--- config.mk ---
export PLATFORM = sky130hd
export DESIGN_NAME = l1ca_search_ctrl
export DESIGN_NICKNAME = d
export VERILOG_FILES = /design/src/rtl/common_gnss_types_pkg.sv /design/src/rtl/l1ca_mag.sv /design/src/rtl/l1ca_search_ctrl.sv
export SDC_FILE = /design/constraint.sdc
export NUM_CORES = 1
export LEC_CHECK = 0
export BUFFER_PORTS_ARGS = -buffer_cell sky130_fd_sc_hd__buf_2
export CAP_MARGIN = 20
export CORE_ASPECT_RATIO = 1.2
export CORE_MARGIN = 1.5
export CORE_UTILIZATION = 55
export DETAILED_ROUTE_END_ITERATION = 10
export PLACE_DENSITY = 0.79
export SYNTH_ARGS = -nofsm -noshare
export SYNTH_HDL_FRONTEND = slang
export SYNTH_SLANG_ARGS = --single-unit
export TNS_END_PERCENT = 10
--- constraint.sdc ---
create_clock -name clk -period 3.8 [get_ports clk]
set_input_delay 0 -clock clk [delete_from_list [all_inputs] [get_ports clk]]
set_output_delay 0 -clock clk [all_outputs]
set_load 0.005 [all_outputs]
--- src/rtl/common_gnss_types_pkg.sv ---
// Shared GNSS baseband types: accumulator/SV types, widths and the
// acquisition search state encoding.
package common_gnss_types_pkg;

    localparam int ACC_W  = 16;          // prompt accumulator width
    localparam int CMAG_W = ACC_W + 2;   // |ip|+|qp| width for one epoch
    localparam int MAG_W  = ACC_W + 5;   // cell sum width over up to 15 epochs

    typedef logic signed [ACC_W-1:0] acc_t;
    typedef logic [5:0]              sv_t;

    typedef enum logic [2:0] {
        ST_IDLE   = 3'd0,
        ST_SETUP  = 3'd1,
        ST_SETTLE = 3'd2,
        ST_DWELL  = 3'd3,
        ST_EVAL   = 3'd4,
        ST_SLIP   = 3'd5,
        ST_DONE   = 3'd6
    } search_state_t;

endpackage

--- src/rtl/l1ca_mag.sv ---
// Non-coherent magnitude estimate |ip|+|qp| for one prompt epoch.
// Purely combinational so tracking loops can reuse it.
module l1ca_mag
    import common_gnss_types_pkg::*;
(
    input  acc_t              i_ip,
    input  acc_t              i_qp,
    output logic [CMAG_W-1:0] o_mag
);

    logic [ACC_W:0] w_ip_ext;
    logic [ACC_W:0] w_qp_ext;
    logic [ACC_W:0] w_abs_i;
    logic [ACC_W:0] w_abs_q;

    // Sign-extend by one bit so the most negative value has a representable abs.
    always_comb begin
        w_ip_ext = {i_ip[ACC_W-1], i_ip};
        w_qp_ext = {i_qp[ACC_W-1], i_qp};
        w_abs_i  = i_ip[ACC_W-1] ? (~w_ip_ext + 1'b1) : w_ip_ext;
        w_abs_q  = i_qp[ACC_W-1] ? (~w_qp_ext + 1'b1) : w_qp_ext;
        o_mag    = {1'b0, w_abs_i} + {1'b0, w_abs_q};
    end

endmodule

--- src/rtl/l1ca_search_ctrl.sv ---
// L1 C/A acquisition search controller: walks Doppler bins x code steps,
// integrates |ip|+|qp| per cell and keeps the strongest cell.
// start/abort/epoch are single-cycle pulses sampled on the rising clock edge;
// abort beats start and epoch, start is only honoured in IDLE.
module l1ca_search_ctrl
    import common_gnss_types_pkg::*;
(
    input  logic                clk,
    input  logic                nrst,
    input  logic                start,
    input  logic                abort,
    input  sv_t                 cfg_sv,
    input  logic [31:0]         lo_base,
    input  logic [31:0]         lo_step,
    input  logic [5:0]          n_bins,
    input  logic [10:0]         n_steps,
    input  logic [3:0]          dwell,
    output logic                ch_en,
    output logic                ch_clear,
    output logic                ch_delay_code,
    output sv_t                 ch_sv,
    output logic [31:0]         ch_lo_rate,
    input  logic                epoch,
    input  acc_t                ip,
    input  acc_t                qp,
    output logic                busy,
    output logic                done,
    output logic [5:0]          best_bin,
    output logic [10:0]         best_step,
    output logic [MAG_W-1:0]    best_mag,
    output search_state_t       dbg_state
);

    search_state_t     r_state;
    sv_t               r_sv;
    logic [31:0]       r_lo_step;
    logic [31:0]       r_lo_rate;
    logic [5:0]        r_bin_last;
    logic [10:0]       r_step_last;
    logic [3:0]        r_dwell_last;
    logic [5:0]        r_bin;
    logic [10:0]       r_step;
    logic [3:0]        r_dwell_cnt;
    logic [MAG_W-1:0]  r_sum;
    logic [MAG_W-1:0]  r_best_mag;
    logic [5:0]        r_best_bin;
    logic [10:0]       r_best_step;
    logic              r_ch_en;
    logic              r_ch_clear;
    logic              r_ch_delay;
    logic              r_busy;
    logic              r_done;

    logic [CMAG_W-1:0] w_mag;
    logic [MAG_W-1:0]  w_mag_ext;

    l1ca_mag u_mag (
        .i_ip  (ip),
        .i_qp  (qp),
        .o_mag (w_mag)
    );

    assign w_mag_ext = {{(MAG_W-CMAG_W){1'b0}}, w_mag};

    // Search sequencer; every output is registered alongside the state.
    // Counts are latched as "last index" so a zero config means one cell/epoch.
    always_ff @(posedge clk or negedge nrst) begin
        if (!nrst) begin
            r_state      <= ST_IDLE;
            r_sv         <= '0;
            r_lo_step    <= '0;
            r_lo_rate    <= '0;
            r_bin_last   <= '0;
            r_step_last  <= '0;
            r_dwell_last <= '0;
            r_bin        <= '0;
            r_step       <= '0;
            r_dwell_cnt  <= '0;
            r_sum        <= '0;
            r_best_mag   <= '0;
            r_best_bin   <= '0;
            r_best_step  <= '0;
            r_ch_en      <= 1'b0;
            r_ch_clear   <= 1'b0;
            r_ch_delay   <= 1'b0;
            r_busy       <= 1'b0;
            r_done       <= 1'b0;
        end else begin
            r_ch_clear <= 1'b0;
            r_ch_delay <= 1'b0;
            r_done     <= 1'b0;
            if (abort) begin
                r_state <= ST_IDLE;
                r_ch_en <= 1'b0;
                r_busy  <= 1'b0;
            end else begin
                case (r_state)
                    ST_IDLE: begin
                        if (start) begin
                            r_sv         <= cfg_sv;
                            r_lo_step    <= lo_step;
                            r_lo_rate    <= lo_base;
                            r_bin_last   <= (n_bins == 6'd0)   ? 6'd0  : n_bins - 6'd1;
                            r_step_last  <= (n_steps == 11'd0) ? 11'd0 : n_steps - 11'd1;
                            r_dwell_last <= (dwell == 4'd0)    ? 4'd0  : dwell - 4'd1;
                            r_bin        <= '0;
                            r_step       <= '0;
                            r_best_mag   <= '0;
                            r_best_bin   <= '0;
                            r_best_step  <= '0;
                            r_ch_clear   <= 1'b1;
                            r_ch_en      <= 1'b1;
                            r_busy       <= 1'b1;
                            r_state      <= ST_SETUP;
                        end
                    end
                    ST_SETUP: r_state <= ST_SETTLE;
                    ST_SETTLE: begin
                        // First epoch after a retune/slip is a partial integration.
                        if (epoch) begin
                            r_sum       <= '0;
                            r_dwell_cnt <= '0;
                            r_state     <= ST_DWELL;
                        end
                    end
                    ST_DWELL: begin
                        if (epoch) begin
                            r_sum <= r_sum + w_mag_ext;
                            if (r_dwell_cnt == r_dwell_last) begin
                                r_state <= ST_EVAL;
                            end else begin
                                r_dwell_cnt <= r_dwell_cnt + 4'd1;
                            end
                        end
                    end
                    ST_EVAL: begin
                        // Strict compare: on a tie the earlier cell wins.
                        if (r_sum > r_best_mag) begin
                            r_best_mag  <= r_sum;
                            r_best_bin  <= r_bin;
                            r_best_step <= r_step;
                        end
                        if (r_step != r_step_last) begin
                            // Step index advances together with the slip pulse.
                            r_step     <= r_step + 11'd1;
                            r_ch_delay <= 1'b1;
                            r_state    <= ST_SLIP;
                        end else if (r_bin != r_bin_last) begin
                            r_step     <= '0;
                            r_bin      <= r_bin + 6'd1;
                            r_lo_rate  <= r_lo_rate + r_lo_step;
                            r_ch_clear <= 1'b1;
                            r_state    <= ST_SETUP;
                        end else begin
                            r_done  <= 1'b1;
                            r_ch_en <= 1'b0;
                            r_state <= ST_DONE;
                        end
                    end
                    ST_SLIP: r_state <= ST_SETTLE;
                    ST_DONE: begin
                        r_busy  <= 1'b0;
                        r_state <= ST_IDLE;
                    end
                    default: r_state <= ST_IDLE;
                endcase
            end
        end
    end

    assign ch_en         = r_ch_en;
    assign ch_clear      = r_ch_clear;
    assign ch_delay_code = r_ch_delay;
    assign ch_sv         = r_sv;
    assign ch_lo_rate    = r_lo_rate;
    assign busy          = r_busy;
    assign done          = r_done;
    assign best_bin      = r_best_bin;
    assign best_step     = r_best_step;
    assign best_mag      = r_best_mag;
    assign dbg_state     = r_state;

endmodule

Word-level counts from Yosys, hierarchy flattened
Cells that the tools add are included.
{ "totals": {"ff_bits": 179, "inputBits": 128, "output_inout_bits": 84, "word_cells": 133} }
{ "op_classes": {"add_sub_neg": 11, "magnitude_cmp": 1, "n_eq_ne": 23, "mux": 58, "n_bitwise": 3, "n_reduce_logical": 18} }
{ "op_table": {"columns": ["operator", "n"], "rows": [
  ["$mux W32", 3],
  ["$mux W21", 4],
  ["$pmux W21 S2", 2],
  ["$pmux W32 S2", 1],
  ["$mux W11", 5],
  ["$pmux W11 S2", 2],
  ["$add A17 B1 Y17 const B", 2],
  ["$mux W17", 2],
  ["$not A17 Y17", 2],
  ["$add A32 B32 Y32", 1],
  ["$mux W6", 5],
  ["$pmux W6 S2", 2],
  ["$add A21 B18 Y21", 1],
  ["$gt A21 B21 Y1", 1],
  ["$mux W3", 7],
  ["$ne A3 B3 Y1 const B", 7],
  ["$reduce_and A4 Y1", 5],
  ["$add A17 B17 Y18", 1],
  ["$mux W1", 16],
  ["$mux W4", 4],
  ["$pmux W3 S5", 1],
  ["$ne A2 B2 Y1 const B", 7],
  ["$add A11 B1 Y11 const B", 1],
  ["$logic_not A11 Y1", 1],
  ["23 further kinds", 31]
]} }

Logic depth before layout (Yosys ltp)
Gate-level depths: netlist (run 1).
{ "logic_depth": {"word_depth": 7, "mapped_depth": 19, "ltp_nobuf": 19} }

By module
Synthesis (run 1) repeated with hierarchy kept, for this count alone.
{ "hier_totals": {"hier_cells": 1462, "hier_area_um2": 12224.2} }
{ "modules_own_cells": {"columns": ["module", "n_inst", "cells_per_inst", "area_each_um2", "seq_area_each_um2"], "rows": [
  ["l1ca_search_ctrl", 1, 1263, 10761.6, 4479.3],
  ["l1ca_mag", 1, 199, 1462.7, 0.0]
]} }

Worst setup path after synthesis (run 1)
Ideal clock, no wire load.
{ "synth_timing": {"path_kind": "input to register", "from": "input ip[4]", "to": "register r_sum[20]", "setup_time_ns": 0.131, "arrival_time_ns": 3.763, "t_required_ns": 3.669, "slack_ns": -0.093, "path_stages": 18, "cell_sequence": "or3_1 -> nor3_1 -> nand2_1 -> or4_1 -> o21ai_0 -> xor2_1 -> fa_1 -> inv_1 -> ha_1 -> and3_1 -> and2_1 -> a221o_1 -> a221o_1 -> a21oi_1 -> o31ai_1 -> nand3_1 -> mux2i_1 -> o21ai_1"} }
{ "synth_via": {"elab_chain_cells": 7} }
{ "synth_rtl": {"columns": ["item", "line_no", "source"], "rows": [
  ["start: declaration", "l1ca_search_ctrl.sv:24", "input acc_t ip,"],
  ["$not A17 Y17", "l1ca_mag.sv:20", "w_abs_i = i_ip[ACC_W-1] ? (~w_ip_ext + 1'b1) : w_ip_ext;"],
  ["$add A17 B1 Y17", "l1ca_mag.sv:20", null],
  ["$mux W17 (*)", "l1ca_mag.sv:20", null],
  ["$add A17 B17 Y18 (*)", "l1ca_mag.sv:22", "o_mag = {1'b0, w_abs_i} + {1'b0, w_abs_q};"],
  ["$add A21 B18 Y21 (*)", "l1ca_search_ctrl.sv:128", "r_sum <= r_sum + w_mag_ext;"],
  ["$mux W21 (*)", "l1ca_search_ctrl.sv:127", "if (epoch) begin"],
  ["$pmux W21 S2 (*)", "l1ca_search_ctrl.sv:97", "case (r_state)"],
  ["end signal: assignment", "l1ca_search_ctrl.sv:128", null],
  ["end: declaration", "l1ca_search_ctrl.sv:44", "logic [MAG_W-1:0] r_sum;"]
]} }
Every way passes the cells marked *; elsewhere a longest branch is shown, timed or not. The select of a mux whose other input is x is not followed.
A chain may end at the register's enable or synchronous reset.

Final worst setup path (run 1)
{ "layout_timing": {"from": "input ip[2]", "to": "register r_sum[20]"} }
The elaborated chain is that of the path after synthesis.

==> results of run 1 <==
[repair_timing]
action,4_1_cts,5_1_grt
gates resized for setup,0,22
hold buffers,98,0
setup buffers,0,1
hold endpoints to repair,188,0
setup endpoints to repair,0,3
[critical path, cell delays in order]
cell	delay, ns
sky130_fd_sc_hd__buf_6	0.09
sky130_fd_sc_hd__or3_4	0.40
sky130_fd_sc_hd__nor3_4	0.23
sky130_fd_sc_hd__nand3_2	0.12
sky130_fd_sc_hd__or4_4	0.58
sky130_fd_sc_hd__nand2_4	0.08
sky130_fd_sc_hd__xor2_2	0.07
sky130_fd_sc_hd__fa_1	0.55
sky130_fd_sc_hd__inv_2	0.05
sky130_fd_sc_hd__ha_4	0.22
sky130_fd_sc_hd__and3_4	0.18
sky130_fd_sc_hd__and2_4	0.13
sky130_fd_sc_hd__a221o_1	0.34
sky130_fd_sc_hd__a221o_1	0.36
sky130_fd_sc_hd__a21oi_2	0.15
sky130_fd_sc_hd__o31ai_2	0.09
sky130_fd_sc_hd__nand3_1	0.11
sky130_fd_sc_hd__mux2i_1	0.18
sky130_fd_sc_hd__o21ai_1	0.07
[registers in the layout (all words and copies together) (netlist names)]
signal         count
ch_delay_code      1
done               1
r_sum             21
ch_sv              6
best_step         11
r_lo_step         32
busy               1
ch_lo_rate        32
r_step_last       11
ch_clear           1
r_dwell_cnt        4
best_bin           6
r_dwell_last       4
r_bin_last         6
ch_en              1
dbg_state          3
r_step            11
best_mag          21
r_bin              6
[cells in the final DEF (no fill, tap or decap), types with 13 or more instances in the layout]
cell type / Yosys / routed
sky130_fd_sc_hd__dlygate4sd3_1: 0 / 98
sky130_fd_sc_hd__a31oi_1: 14 / 14
sky130_fd_sc_hd__a21o_1: 24 / 24
sky130_fd_sc_hd__a21oi_1: 79 / 76
sky130_fd_sc_hd__o31ai_1: 21 / 19
sky130_fd_sc_hd__buf_4: 2 / 58
sky130_fd_sc_hd__nand3_1: 31 / 29
sky130_fd_sc_hd__fa_1: 19 / 19
sky130_fd_sc_hd__nand2_1: 279 / 276
sky130_fd_sc_hd__nand4_1: 13 / 13
sky130_fd_sc_hd__dfrtp_1: 179 / 179
sky130_fd_sc_hd__xnor2_1: 47 / 47
sky130_fd_sc_hd__xor2_1: 60 / 59
sky130_fd_sc_hd__ha_1: 77 / 76
sky130_fd_sc_hd__nor3_1: 26 / 25
sky130_fd_sc_hd__o21ai_0: 74 / 72
sky130_fd_sc_hd__nor2_1: 86 / 85
sky130_fd_sc_hd__clkbuf_16: 0 / 17
sky130_fd_sc_hd__inv_1: 106 / 105
sky130_fd_sc_hd__mux2i_1: 42 / 42
sky130_fd_sc_hd__buf_2: 7 / 208
[power groups by stage]
stage / clock, mW / combinational (mW) / sequential (mW)
after floorplan: 0 / 4.48 / 2.90
after global placement: 0 / 5.89 / 2.99
after detailed placement: 0 / 6.05 / 3.01
after CTS: 1.76 / 6.20 / 2.98
after global routing: 1.84 / 7.08 / 3.07
final: 1.74 / 6.34 / 3.00
[final cells by class]
class	count	area (µm²)	share of cell area, %
Antenna cell	1	2.502	0.01632
Clock buffer	18	439.2	2.864
Clock inverter	14	136.4	0.8894
Inverter	107	401.6	2.619
Multi-Input combinational cell	1054	7027	45.82
Sequential cell	179	4479	29.21
Tap cell	270	337.8	2.203
Timing Repair Buffer	368	2511	16.38
[how the worst max path moves through the flow]
stage / from / to / slack [ns]
6_report: ip[2] / r_sum[20] / 0.10
3_3_place_gp: ip[4] / r_sum[20] / -0.26
3_5_place_dp: ip[4] / r_sum[20] / -0.36
5_1_grt: ip[2] / r_sum[18] / -0.04
4_1_cts: ip[4] / r_sum[20] / 0.1
2_1_floorplan: ip[4] / r_sum[20] / 0.001
[metrics by stage]
stage	power (mW)	setup TNS, ns
CTS	10.94	0
global placement	8.879	-0.6615
detailed placement	9.062	-1.084
floorplan	7.382	0
global route	12.00	-0.07296
finish	11.07	0
[layer usage]
layer	routed length, µm	GRT usage, %
met5	0	0
met4	996	11.51
met3	1932	5.586
met2	16990	53.77
met1	13640	36.80
[cell families after synthesis]
logic type	Yosys count	synth area share, %
multiplexers	44	3.698
XOR/XNOR	107	7.824
adder cells (fa/ha/maj)	96	11.22
AND/OR/NAND/NOR	518	19.38
buffers and inverters	153	4.993
AO/OA/AOI/OAI	287	15.46
other	1	0.03131
flip-flops	179	37.40
==> summary.txt, run 1 <==
Run status
  • Status: complete, no violations

Placed design
  • Number of buffer cells added on primary ports: 211
  • DP HPWL: between 20000 and 25000 µm
  • Standard cell area after detailed placement: 13680 µm²
  • Placed Cells: 1879
  • Placement Setup Slack: -0.3591 ns
  • Placer's final routability congestion estimate: 0.9196

GRT
  • Overall track demand over capacity in global routing: 30.46%
  • Global route total overflow: 0
  • Largest net degree at the start of global routing: 95
  • Wire length of the first global-routing pass: approximately 55000 µm
  • Vias in the first global route: 11.51k
  • Antenna violations before repair: 0

Power and ir drop
  • Internal power summed over all cells: about 6.2 mW
  • Relative contribution of the clock network to total power: between 15 and 20%
  • Switching Power: 4.862 mW
  • Max IR drop VDD: between 0.5 and 0.6 mV
  • Standby leakage power: about 7.5 nW
  • Pwr Density: 722.1 nW/µm²
  • Switching part of the total power: 43.91%
  • Flop pwr share: 27.1%
  • Part of the power in combinational logic: 57.2%

Logic synthesis
  • Number of flops mapped to enable cells by yosys: 0
  • Netlist Area Pre-Place: 11980 µm²
  • Number of synthesized register bits: approximately 180
  • Register area share after synthesis: 37.40%
  • Yosys warning count: 0
  • Most common cell in the synthesized netlist: sky130_fd_sc_hd__nand2_1
  • Post-synth top cells: sky130_fd_sc_hd__nand2_1 (279), sky130_fd_sc_hd__dfrtp_1 (179), sky130_fd_sc_hd__inv_1 (106)
  • Cell type with the highest aggregate area in the netlist: sky130_fd_sc_hd__dfrtp_1
  • Share of Yosys cell area claimed by the top area cell type: 37.40%
  • Synth Instances: 1385
  • Average cell area after synthesis: 8.648 µm²
  • Post-synth cell types: 70
  • Cells taking the most area after synthesis: sky130_fd_sc_hd__dfrtp_1 (37%), sky130_fd_sc_hd__nand2_1 (8.7%), sky130_fd_sc_hd__ha_1 (8.0%)
  • Fraction of synthesis flops using an asynchronous set or reset pin: 100.0%
  • Dominant synthesized flop cell: sky130_fd_sc_hd__dfrtp_1

Clock network
  • Num CTS Buffers: 17
  • Root buffer selected by CTS: sky130_fd_sc_hd__clkbuf_16
  • Number of clock sinks: 179
  • Clock-pin slew on the worst setup and hold paths: 0.08 ns
  • Max H-tree Level: 4
  • Clock latency on the worst-skew pair: 0.44 ns
  • Max Root-Sink Buffers: 2
  • TritonCTS clock tree: yes

Critical path
  • Worst reg2reg path depth: 15
  • R2r setup slk: 0.21 ns
  • Data arrival time of the critical path: 4.01 ns
  • Kind of start point of the critical path: primary input
  • Endpoint of the worst register-to-register path: r_sum[19]
  • Data required time at the worst endpoint: roughly 4 ns
  • FF-to-FF Start: r_sum[1]
  • Worst Setup End Kind: register
  • Maximum fanout along the worst path: 4
  • CP Class: primary input to register

STA
  • Least setup slack across all paths after layout: between 0.1 and 0.15 ns
  • Max Clock Skew: 0.01782 ns
  • Post-route worst hold slack: 0.01055 ns
  • Remaining max-slew budget at the tightest pin: 36.36%
  • Setup violation total in the final timing report: 0
  • Achievable frequency: roughly 0.27 GHz
  • Setup repair after global routing missed its margin: yes
  • Time the final worst path needs with I/O delays and setup: around 3.7 ns
  • Worst-margin pin slew: 0.9511 ns
  • Max Transition Viols Final: 0
  • Total count of hold-check failures in the final report: 0
  • Crit share post-route: 97.35%

Routing
  • Antenna violation net count after detailed routing: 0
  • Detailed router's first-iteration violation count: 709
  • Wire per inst: about 17 µm
  • Total DRC errors in the routed layout: 0
  • Routed via count divided by cell count: 5.609
  • 1st-pass router iterations: 5
  • Via Count: approximately 11k
  • Total wire length: roughly 34000 µm

Die
  • Row count: 58
  • Chip width: 137.7 µm
  • Area of the core region: 21190 µm²
  • Initial standard-cell utilization of the core: 56.52%
  • I/O Pins: 212
  • DIE AREA: 22680 µm²
  • DIE HEIGHT: around 160 µm

Final layout
  • Util after Layout: 72.37%
  • Area grow syn2layout: 28.03%
  • Final cell area excluding filler cells: 15330 µm²
  • Number of non-filler instances in the completed layout: 2011
  • Fraction of layout instances using a drive strength above 1: 20.29%
  • Nets: 1951
  • Fill count: 1552

Job
  • Max-capacitance violation count: 0

Min path
  • Worst Hold Class: primary input to register
  • Hold Startpoint: dwell[2]
  • Hold EP: r_dwell_last[2]
  • Hold Path Cell Cnt: 4
(Power assumes the default switching activity.)
==> run 2: changes to the inputs <==
--- a/config.mk
+++ b/config.mk
@@ -9,9 +9,9 @@
 export CAP_MARGIN = 20
 export CORE_ASPECT_RATIO = 1.2
 export CORE_MARGIN = 1.5
-export CORE_UTILIZATION = 55
+export CORE_UTILIZATION = 57
 export DETAILED_ROUTE_END_ITERATION = 10
-export PLACE_DENSITY = 0.79
+export PLACE_DENSITY = 0.81
 export SYNTH_ARGS = -nofsm -noshare
 export SYNTH_HDL_FRONTEND = slang
 export SYNTH_SLANG_ARGS = --single-unit
==> summary.txt, run 2 (synthesized netlist as in run 1, its figures left out) <==
Run status
  • Status: complete, no violations (unchanged)

Critical path
  • Worst Setup EP: r_sum[20] (unchanged)
  • Top cell by count, worst path: sky130_fd_sc_hd__a221o_1 (unchanged)
  • Worst Setup End Kind: register (unchanged)
  • Maximum fanout along the worst path: 4 (unchanged)
  • Start point of the critical path: ip[4] (was ip[2])
  • FF-to-FF Start: r_sum[1] (unchanged)
  • Cell with the largest stage delay on the worst path: sky130_fd_sc_hd__or4_4 (unchanged)
  • Cell class contributing the biggest share of worst-path delay: simple AND/OR/NAND/NOR gates (unchanged)
  • Worst reg2reg path depth: 16 (was 15)
  • Data arrival time of the critical path: 4.02 ns (was 4.01 ns)
  • R2r setup slk: 0.23 ns (was 0.21 ns)
  • Critical Path, Cell by Cell: buf_2 > or3_4 > nor3_4 > nand3_2 > or4_4 > nand2_4 > xor2_2 > fa_1 > inv_2 > ha_4 > and3_4 > and2_1 > a221o_1 > a221o_1 > a21oi_2 > o31ai_2 > nand3_1 > mux2i_1 > o21ai_1 (was buf_6 > or3_4 > nor3_4 > nand3_2 > or4_4 > nand2_4 > xor2_2 > fa_1 > inv_2 > ha_4 > and3_4 > and2_4 > a221o_1 > a221o_1 > a21oi_2 > o31ai_2 > nand3_1 > mux2i_1 > o21ai_1)
  • Endpoint of the worst register-to-register path: r_sum[17] (was r_sum[19])
  • Total number of cells along the worst setup path: 19 (unchanged)
  • Worst Path Buf+Inv: 2 (unchanged)
  • CP Class: primary input to register (unchanged)
  • Crit path largest cell delay: 0.56 ns (was 0.58 ns)
  • Data required time at the worst endpoint: 4.12 ns (was 4.11 ns)
  • Kind of start point of the critical path: primary input (unchanged)

GRT
  • Vias in the first global route: 11.77k (was 11.51k)
  • Global-route met3 utilization: 5.212% (was 5.586%)
  • Antenna violations before repair: 0 (unchanged)
  • Global route total overflow: 0 (unchanged)
  • Busiest metal layer after global routing: met2 (unchanged)
  • Largest net degree at the start of global routing: 90 (was 95)
  • Met1 usage in global routing: 36.77% (was 36.80%)
  • Overall track demand over capacity in global routing: 31.55% (was 30.46%)
  • Wire length of the first global-routing pass: 55280 µm (was 54740 µm)
  • Routing usage on met2: 56.77% (was 53.77%)

STA
  • Worst-margin pin slew: 0.8886 ns (was 0.9511 ns)
  • Achievable frequency: 0.2704 GHz (was 0.2703 GHz)
  • Max Transition Viols Final: 0 (unchanged)
  • Remaining max-slew budget at the tightest pin: 40.54% (was 36.36%)
  • Post-route worst hold slack: 0.04414 ns (was 0.01055 ns)
  • Crit share post-route: 97.32% (was 97.35%)
  • Setup violation total in the final timing report: 0 (unchanged)
  • Time the final worst path needs with I/O delays and setup: 3.698 ns (was 3.699 ns)
  • Total count of hold-check failures in the final report: 0 (unchanged)
  • Setup repair after global routing missed its margin: yes (unchanged)
  • Max Clock Skew: 0.01422 ns (was 0.01782 ns)

Die
  • Chip width: 135.3 µm (was 137.7 µm)
  • Row count: 57 (was 58)
  • Area of the core region: 20400 µm² (was 21190 µm²)
  • Initial standard-cell utilization of the core: 58.72% (was 56.52%)
  • I/O Pins: 212 (unchanged)
  • DIE HEIGHT: 161.8 µm (was 164.7 µm)
  • DIE AREA: 21900 µm² (was 22680 µm²)

Final layout
  • Nets: 1953 (was 1951)
  • Util after Layout: 75.46% (was 72.37%)
  • Ant. Diodes: 0 (was 1)
  • Fill count: 1389 (was 1552)
  • Leading cell types in the layout, fill and taps excluded: sky130_fd_sc_hd__nand2_1 (276), sky130_fd_sc_hd__buf_2 (210), sky130_fd_sc_hd__dfrtp_1 (179) (was sky130_fd_sc_hd__nand2_1 (276), sky130_fd_sc_hd__buf_2 (208), sky130_fd_sc_hd__dfrtp_1 (179))
  • Fraction of layout instances using a drive strength above 1: 20.32% (was 20.29%)
  • Area grow syn2layout: 28.50% (was 28.03%)
  • Most common cell after layout, fill and taps aside: sky130_fd_sc_hd__nand2_1 (unchanged)

Routing
  • Routed via count divided by cell count: 5.696 (was 5.609)
  • Detailed router's first-iteration violation count: 686 (was 709)
  • 1st-pass router iterations: 6 (was 5)
  • Via Count: 11.43k (was 11.28k)
  • Total DRC errors in the routed layout: 0 (unchanged)
  • Total wire length: 34010 µm (was 33560 µm)
  • Wire per inst: 16.94 µm (was 16.69 µm)
  • Antenna violation net count after detailed routing: 0 (unchanged)

Min path
  • Hold Startpoint: start (was dwell[2])
  • Worst Hold Class: primary input to register (unchanged)

Placed design
  • DP HPWL: 23000 µm (was 22830 µm)
  • Placer's final routability congestion estimate: 0.9157 (was 0.9196)
  • Number of buffer cells added on primary ports: 211 (unchanged)

Job
  • Max-capacitance violation count: 0 (unchanged)

Clock network
  • Max H-tree Level: 4 (unchanged)
  • Root buffer selected by CTS: sky130_fd_sc_hd__clkbuf_16 (unchanged)
  • Max Root-Sink Buffers: 2 (unchanged)
  • Clock latency on the worst-skew pair: 0.44 ns (about the same)
  • Clock-pin slew on the worst setup and hold paths: 0.08 ns (about the same)
  • Number of clock sinks: 179 (unchanged)
  • TritonCTS clock tree: yes (unchanged)
  • Num CTS Buffers: 17 (unchanged)

Power and ir drop
  • Pwr Density: 732.6 nW/µm² (was 722.1 nW/µm²)
  • Standby leakage power: 7.483 nW (was 7.455 nW)
  • Max IR drop VDD: 0.5483 mV (was 0.5898 mV)
[run 2: cell types whose count changed in the layout (fill, tap and decap cells not counted), moves of 2 or more]
cell / change
sky130_fd_sc_hd__bufinv_16: +3
sky130_fd_sc_hd__inv_6: -3
sky130_fd_sc_hd__buf_2: +2
sky130_fd_sc_hd__buf_4: +2
sky130_fd_sc_hd__buf_6: -2
sky130_fd_sc_hd__inv_8: +2
[run 2: routing by layer]
metal  vias to the layer above  wire, µm
li1                       5409         -
met1                      5508     13410
met4                         0      1271
met3                       101      1780
met5                         -         0
met2                       414     17540
[run 2: worst min path at each step]
stage / to / slack [ns] / cells after the start
after floorplan: best_bin[0] / -0.30 / 0
after global routing: ch_en / 0.09 / 5
after CTS: ch_en / 0.03 / 5
final: ch_en / 0.04 / 5
after global placement: best_mag[16] / 0.13 / 1
after detailed placement: best_mag[15] / 0.13 / 1
[run 2: layout make-up]
type	count	area [µm²]	area share, %
Clock buffer	17	425.4	2.764
Clock inverter	15	216.5	1.406
Inverter	107	401.6	2.610
Multi-Input combinational cell	1054	7033	45.70
Sequential cell	179	4479	29.10
Timing Repair Buffer	370	2504	16.27
Tap cell	265	331.6	2.154
[run 2: timing repair]
action | in CTS | in global routing
gates resized for setup | 0 | 20
endpoints found under the hold margin | 182 | 0
setup buffers | 0 | 0
hold buffers | 99 | 0
endpoints found under the setup margin | 0 | 3
[run 2: power breakdown]
part           switching [mW]  total, mW  internal, mW  leakage (nW)
Sequential              0.509       3.00          2.49          2.31
Combinational            3.53       6.35          2.83          4.87
Clock                   0.853       1.92          1.07         0.304
[run 2: worst register-to-register path: stages, from the launching register on]
cell                        delay, ns
sky130_fd_sc_hd__dfrtp_1         0.37
sky130_fd_sc_hd__inv_1           0.10
sky130_fd_sc_hd__fa_1            0.55
sky130_fd_sc_hd__inv_1           0.05
sky130_fd_sc_hd__ha_1            0.22
sky130_fd_sc_hd__fa_1            0.40
sky130_fd_sc_hd__a21o_1          0.18
sky130_fd_sc_hd__a21oi_2         0.17
sky130_fd_sc_hd__o21ai_1         0.12
sky130_fd_sc_hd__a2111oi_2       0.38
sky130_fd_sc_hd__buf_4           0.20
sky130_fd_sc_hd__nor4_2          0.05
sky130_fd_sc_hd__buf_4           0.14
sky130_fd_sc_hd__nor2_1          0.15
sky130_fd_sc_hd__a21oi_1         0.10
sky130_fd_sc_hd__xnor2_1         0.13
sky130_fd_sc_hd__o31ai_1         0.18
[run 2: per-stage QoR]
stage	setup slack, ns	power, mW	instance area [µm²]	std cells	TNS (ns)
2_1_floorplan	0.001371	7.382	12000	1386	0
3_3_place_gp	-0.2935	8.887	13670	1876	-0.8469
3_5_place_dp	-0.3354	9.071	13670	1876	-1.055
4_1_cts	0.1045	11.14	15310	2007	0
5_1_grt	-0.04002	12.19	15390	2007	-0.08010
6_report	0.1018	11.28	15390	2007	0
==> run 3: changes to the inputs <==
--- a/config.mk
+++ b/config.mk
@@ -9,9 +9,9 @@
 export CAP_MARGIN = 20
 export CORE_ASPECT_RATIO = 1.2
 export CORE_MARGIN = 1.5
-export CORE_UTILIZATION = 57
+export CORE_UTILIZATION = 52
 export DETAILED_ROUTE_END_ITERATION = 10
-export PLACE_DENSITY = 0.81
+export PLACE_DENSITY = 0.78
 export SYNTH_ARGS = -nofsm -noshare
 export SYNTH_HDL_FRONTEND = slang
 export SYNTH_SLANG_ARGS = --single-unit
==> constraint.sdc (replaced) <==
create_clock -name clk -period 2.97 [get_ports clk]
set_input_delay 0.297 -clock clk [delete_from_list [all_inputs] [get_ports clk]]
set_output_delay 0.297 -clock clk [all_outputs]
set_load 0.005 [all_outputs]
==> summary.txt, run 3 (synthesized netlist as in run 1, its figures left out) <==
STA
  • Least setup slack across all paths after layout: -0.9469 ns (was 0.1018 ns)
  • Accumulated negative setup slack: -5.271 ns (was 0 ns)
  • Remaining max-slew budget at the tightest pin: 43.20% (was 40.54%)
  • Worst-margin pin slew: 0.8519 ns (was 0.8886 ns)
  • Achievable frequency: roughly 0.26 GHz
  • Setup violation total in the final timing report: 11 (was 0)
  • Max Clock Skew: 0.01207 ns (was 0.01422 ns)
  • Time the final worst path needs with I/O delays and setup: about 3.9 ns
  • Setup repair after global routing missed its margin: yes (unchanged)
  • Total count of hold-check failures in the final report: 0 (unchanged)
  • Max Transition Viols Final: 0 (unchanged)
  • Crit share post-route: 131.9%

Power and ir drop
  • Standby leakage power: 7.488 nW (was 7.483 nW)
  • Max IR drop VDD: 0.6018 mV (was 0.5483 mV)
  • Pwr Density: 994.0 nW/µm² (was 732.6 nW/µm²)

Critical path
  • Kind of start point of the critical path: primary input (unchanged)
  • Worst Setup End Kind: register (unchanged)
  • Critical Path, Cell by Cell: buf_6 > or3_4 > nor3_4 > nand2_1 > or4_4 > o21ai_2 > xor2_1 > fa_1 > inv_2 > ha_4 > and3_4 > and2_4 > a221o_1 > a221o_1 > a21oi_2 > o31ai_4 > nand3_1 > mux2i_1 > o21ai_1 (was buf_2 > or3_4 > nor3_4 > nand3_2 > or4_4 > nand2_4 > xor2_2 > fa_1 > inv_2 > ha_4 > and3_4 > and2_1 > a221o_1 > a221o_1 > a21oi_2 > o31ai_2 > nand3_1 > mux2i_1 > o21ai_1)
  • CP Class: primary input to register (unchanged)
  • Data arrival time of the critical path: 4.24 ns (was 4.02 ns)
  • Crit path largest cell delay: 0.57 ns (was 0.56 ns)
  • Top cell by count, worst path: sky130_fd_sc_hd__a221o_1 (unchanged)
  • Maximum fanout along the worst path: 3 (was 4)
  • Data required time at the worst endpoint: 3.29 ns (was 4.12 ns)
  • Cell with the largest stage delay on the worst path: sky130_fd_sc_hd__fa_1 (was sky130_fd_sc_hd__or4_4)

Min path
  • Worst Hold Class: primary input to register (unchanged)

Routing
  • Via Count: 10.97k (was 11.43k)
  • Antenna violation net count after detailed routing: 0 (unchanged)
  • Total wire length: 32660 µm (was 34010 µm)
  • Total DRC errors in the routed layout: 0 (unchanged)
  • Wire per inst: 16.30 µm (was 16.94 µm)
  • Routed via count divided by cell count: 5.479 (was 5.696)
  • Detailed router's first-iteration violation count: 685 (was 686)
  • 1st-pass router iterations: 5 (was 6)

Job
  • Max-capacitance violation count: 0 (unchanged)

Final layout
  • Fraction of layout instances using a drive strength above 1: 26.64% (was 20.32%)
  • Most common cell after layout, fill and taps aside: sky130_fd_sc_hd__nand2_1 (unchanged)
  • Area grow syn2layout: 27.04% (was 28.50%)
  • Leading cell types in the layout, fill and taps excluded: sky130_fd_sc_hd__nand2_1 (277), sky130_fd_sc_hd__buf_2 (208), sky130_fd_sc_hd__dfrtp_1 (179) (was sky130_fd_sc_hd__nand2_1 (276), sky130_fd_sc_hd__buf_2 (210), sky130_fd_sc_hd__dfrtp_1 (179))
  • Number of non-filler instances in the completed layout: 2003 (was 2007)
  • Fill count: 1811 (was 1389)
  • Nets: 1931 (was 1953)

Run status
  • Violated checks: setup timing
  • Status: complete, but fails checks (was complete, no violations)

Die
  • Area of the core region: 22520 µm² (was 20400 µm²)
  • DIE HEIGHT: 169.3 µm (was 161.8 µm)
  • DIE AREA: 23960 µm² (was 21900 µm²)
  • Chip width: 141.5 µm (was 135.3 µm)
  • Initial standard-cell utilization of the core: 53.18% (was 58.72%)
  • I/O Pins: 212 (unchanged)
  • Row count: 60 (was 57)

Clock network
  • Clock-pin slew on the worst setup and hold paths: 0.07 ns (was 0.08 ns)
  • Num CTS Buffers: 17 (unchanged)
  • TritonCTS clock tree: yes (unchanged)
  • Number of clock sinks: 179 (unchanged)
  • Root buffer selected by CTS: sky130_fd_sc_hd__clkbuf_16 (unchanged)
  • Max H-tree Level: 4 (unchanged)
  • Max Root-Sink Buffers: 2 (unchanged)
  • Clock latency on the worst-skew pair: 0.43 ns (was 0.44 ns)

GRT
  • Largest net degree at the start of global routing: 92 (was 90)
  • Wire length of the first global-routing pass: 53010 µm (was 55280 µm)
  • Global route total overflow: 0 (unchanged)
  • Vias in the first global route: 11.02k (was 11.77k)
  • Overall track demand over capacity in global routing: 27.55% (was 31.55%)
  • Antenna violations before repair: 3 (was 0)

Placed design
  • DP HPWL: 24540 µm (was 23000 µm)
  • Placement Setup Slack: -1.467 ns (was -0.3354 ns)
  • Number of buffer cells added on primary ports: 211 (unchanged)
  • Placed Cells: 1962 (was 1876)
  • Placer's final routability congestion estimate: 0.9232 (was 0.9157)
==> run 3: changes by cell type in the layout (fill, tap and decap cells not counted), moves of 3 or more <==
cell | before | now
sky130_fd_sc_hd__buf_12 | 0 | 4
sky130_fd_sc_hd__a21oi_1 | 77 | 70
sky130_fd_sc_hd__o31ai_2 | 2 | 5
sky130_fd_sc_hd__inv_8 | 4 | 1
sky130_fd_sc_hd__o31ai_1 | 19 | 14
sky130_fd_sc_hd__a21oi_2 | 2 | 9
sky130_fd_sc_hd__buf_4 | 60 | 132
sky130_fd_sc_hd__dlygate4sd3_1 | 99 | 1
sky130_fd_sc_hd__diode_2 | 0 | 5
==> run 3: layer usage <==
| layer | wire length [µm] | GRT usage, % | vias up |
|---|---|---|---|
| li1 | - | - | 5377 |
| met1 | 13510 | 33.84 | 5245 |
| met2 | 16680 | 48.99 | 301 |
| met3 | 1679 | 4.543 | 51 |
| met4 | 789 | 9.323 | 0 |
| met5 | 0 | 0 | - |
==> run 3: stage by stage <==
step                utilization (%)  power, mW  cell area (µm²)  hold slack, ns
floorplan                         -      9.471            12010        0.001409
global placement              63.47      12.04            14300          0.4384
detailed placement            63.47      12.25            14300          0.4469
CTS                           66.97      14.93            15080         0.03897
global route                  67.53      16.32            15210         0.04389
finish                        67.57      15.13            15220         0.05135
==> run 3: timing repair <==
action | CTS | global route
pin swaps | 11 | 12
endpoints found under the hold margin | 64 | 0
hold buffers | 1 | 0
setup buffers | 2 | 2
resized for setup | 31 | 25
setup endpoints to repair | 38 | 42
==> run 3: worst max-delay path, delay by kind of cell <==
| family | cells | cell delay (ns) |
|---|---|---|
| xor+xnor | 1 | 0.10 |
| mux | 1 | 0.19 |
| simple gates | 7 | 1.55 |
| compound gates | 6 | 1.16 |
| fa+ha+maj | 2 | 0.80 |
| buf+inv | 2 | 0.15 |
==> run 3: where the power goes <==
part           leakage (nW)  internal, mW  switching [mW]
registers              2.31          3.19           0.594
logic                  4.89          4.14            4.82
clock network         0.291          1.36            1.03
==> run 3: path summary, 6_finish.rpt <==
kind                                 endpoint           from  slack, ns  cells after the start
worst min-delay path            r_lo_step[16]    lo_step[16]       0.05                      3
max in group asynchronous         best_mag[6]           nrst       1.67                      3
worst min register to register  r_lo_step[14]  r_lo_step[14]       0.48                      2
worst max-delay path                r_sum[20]          ip[4]      -0.95                     19
min in group asynchronous            ch_sv[5]           nrst       0.54                      2
worst max register to register      r_sum[17]       r_sum[1]      -0.45                     16
==> run 3: layout make-up <==
type | instances | area [µm²] | area share (%)
multi-input cells | 1054 | 7207 | 47.36
diodes | 5 | 12.51 | 0.08222
clock inverters | 13 | 172.7 | 1.135
inverters | 107 | 401.6 | 2.639
well taps | 279 | 349.1 | 2.294
clock buffers | 18 | 439.2 | 2.886
flip-flops and latches | 179 | 4479 | 29.44
repair buffers | 348 | 2156 | 14.17
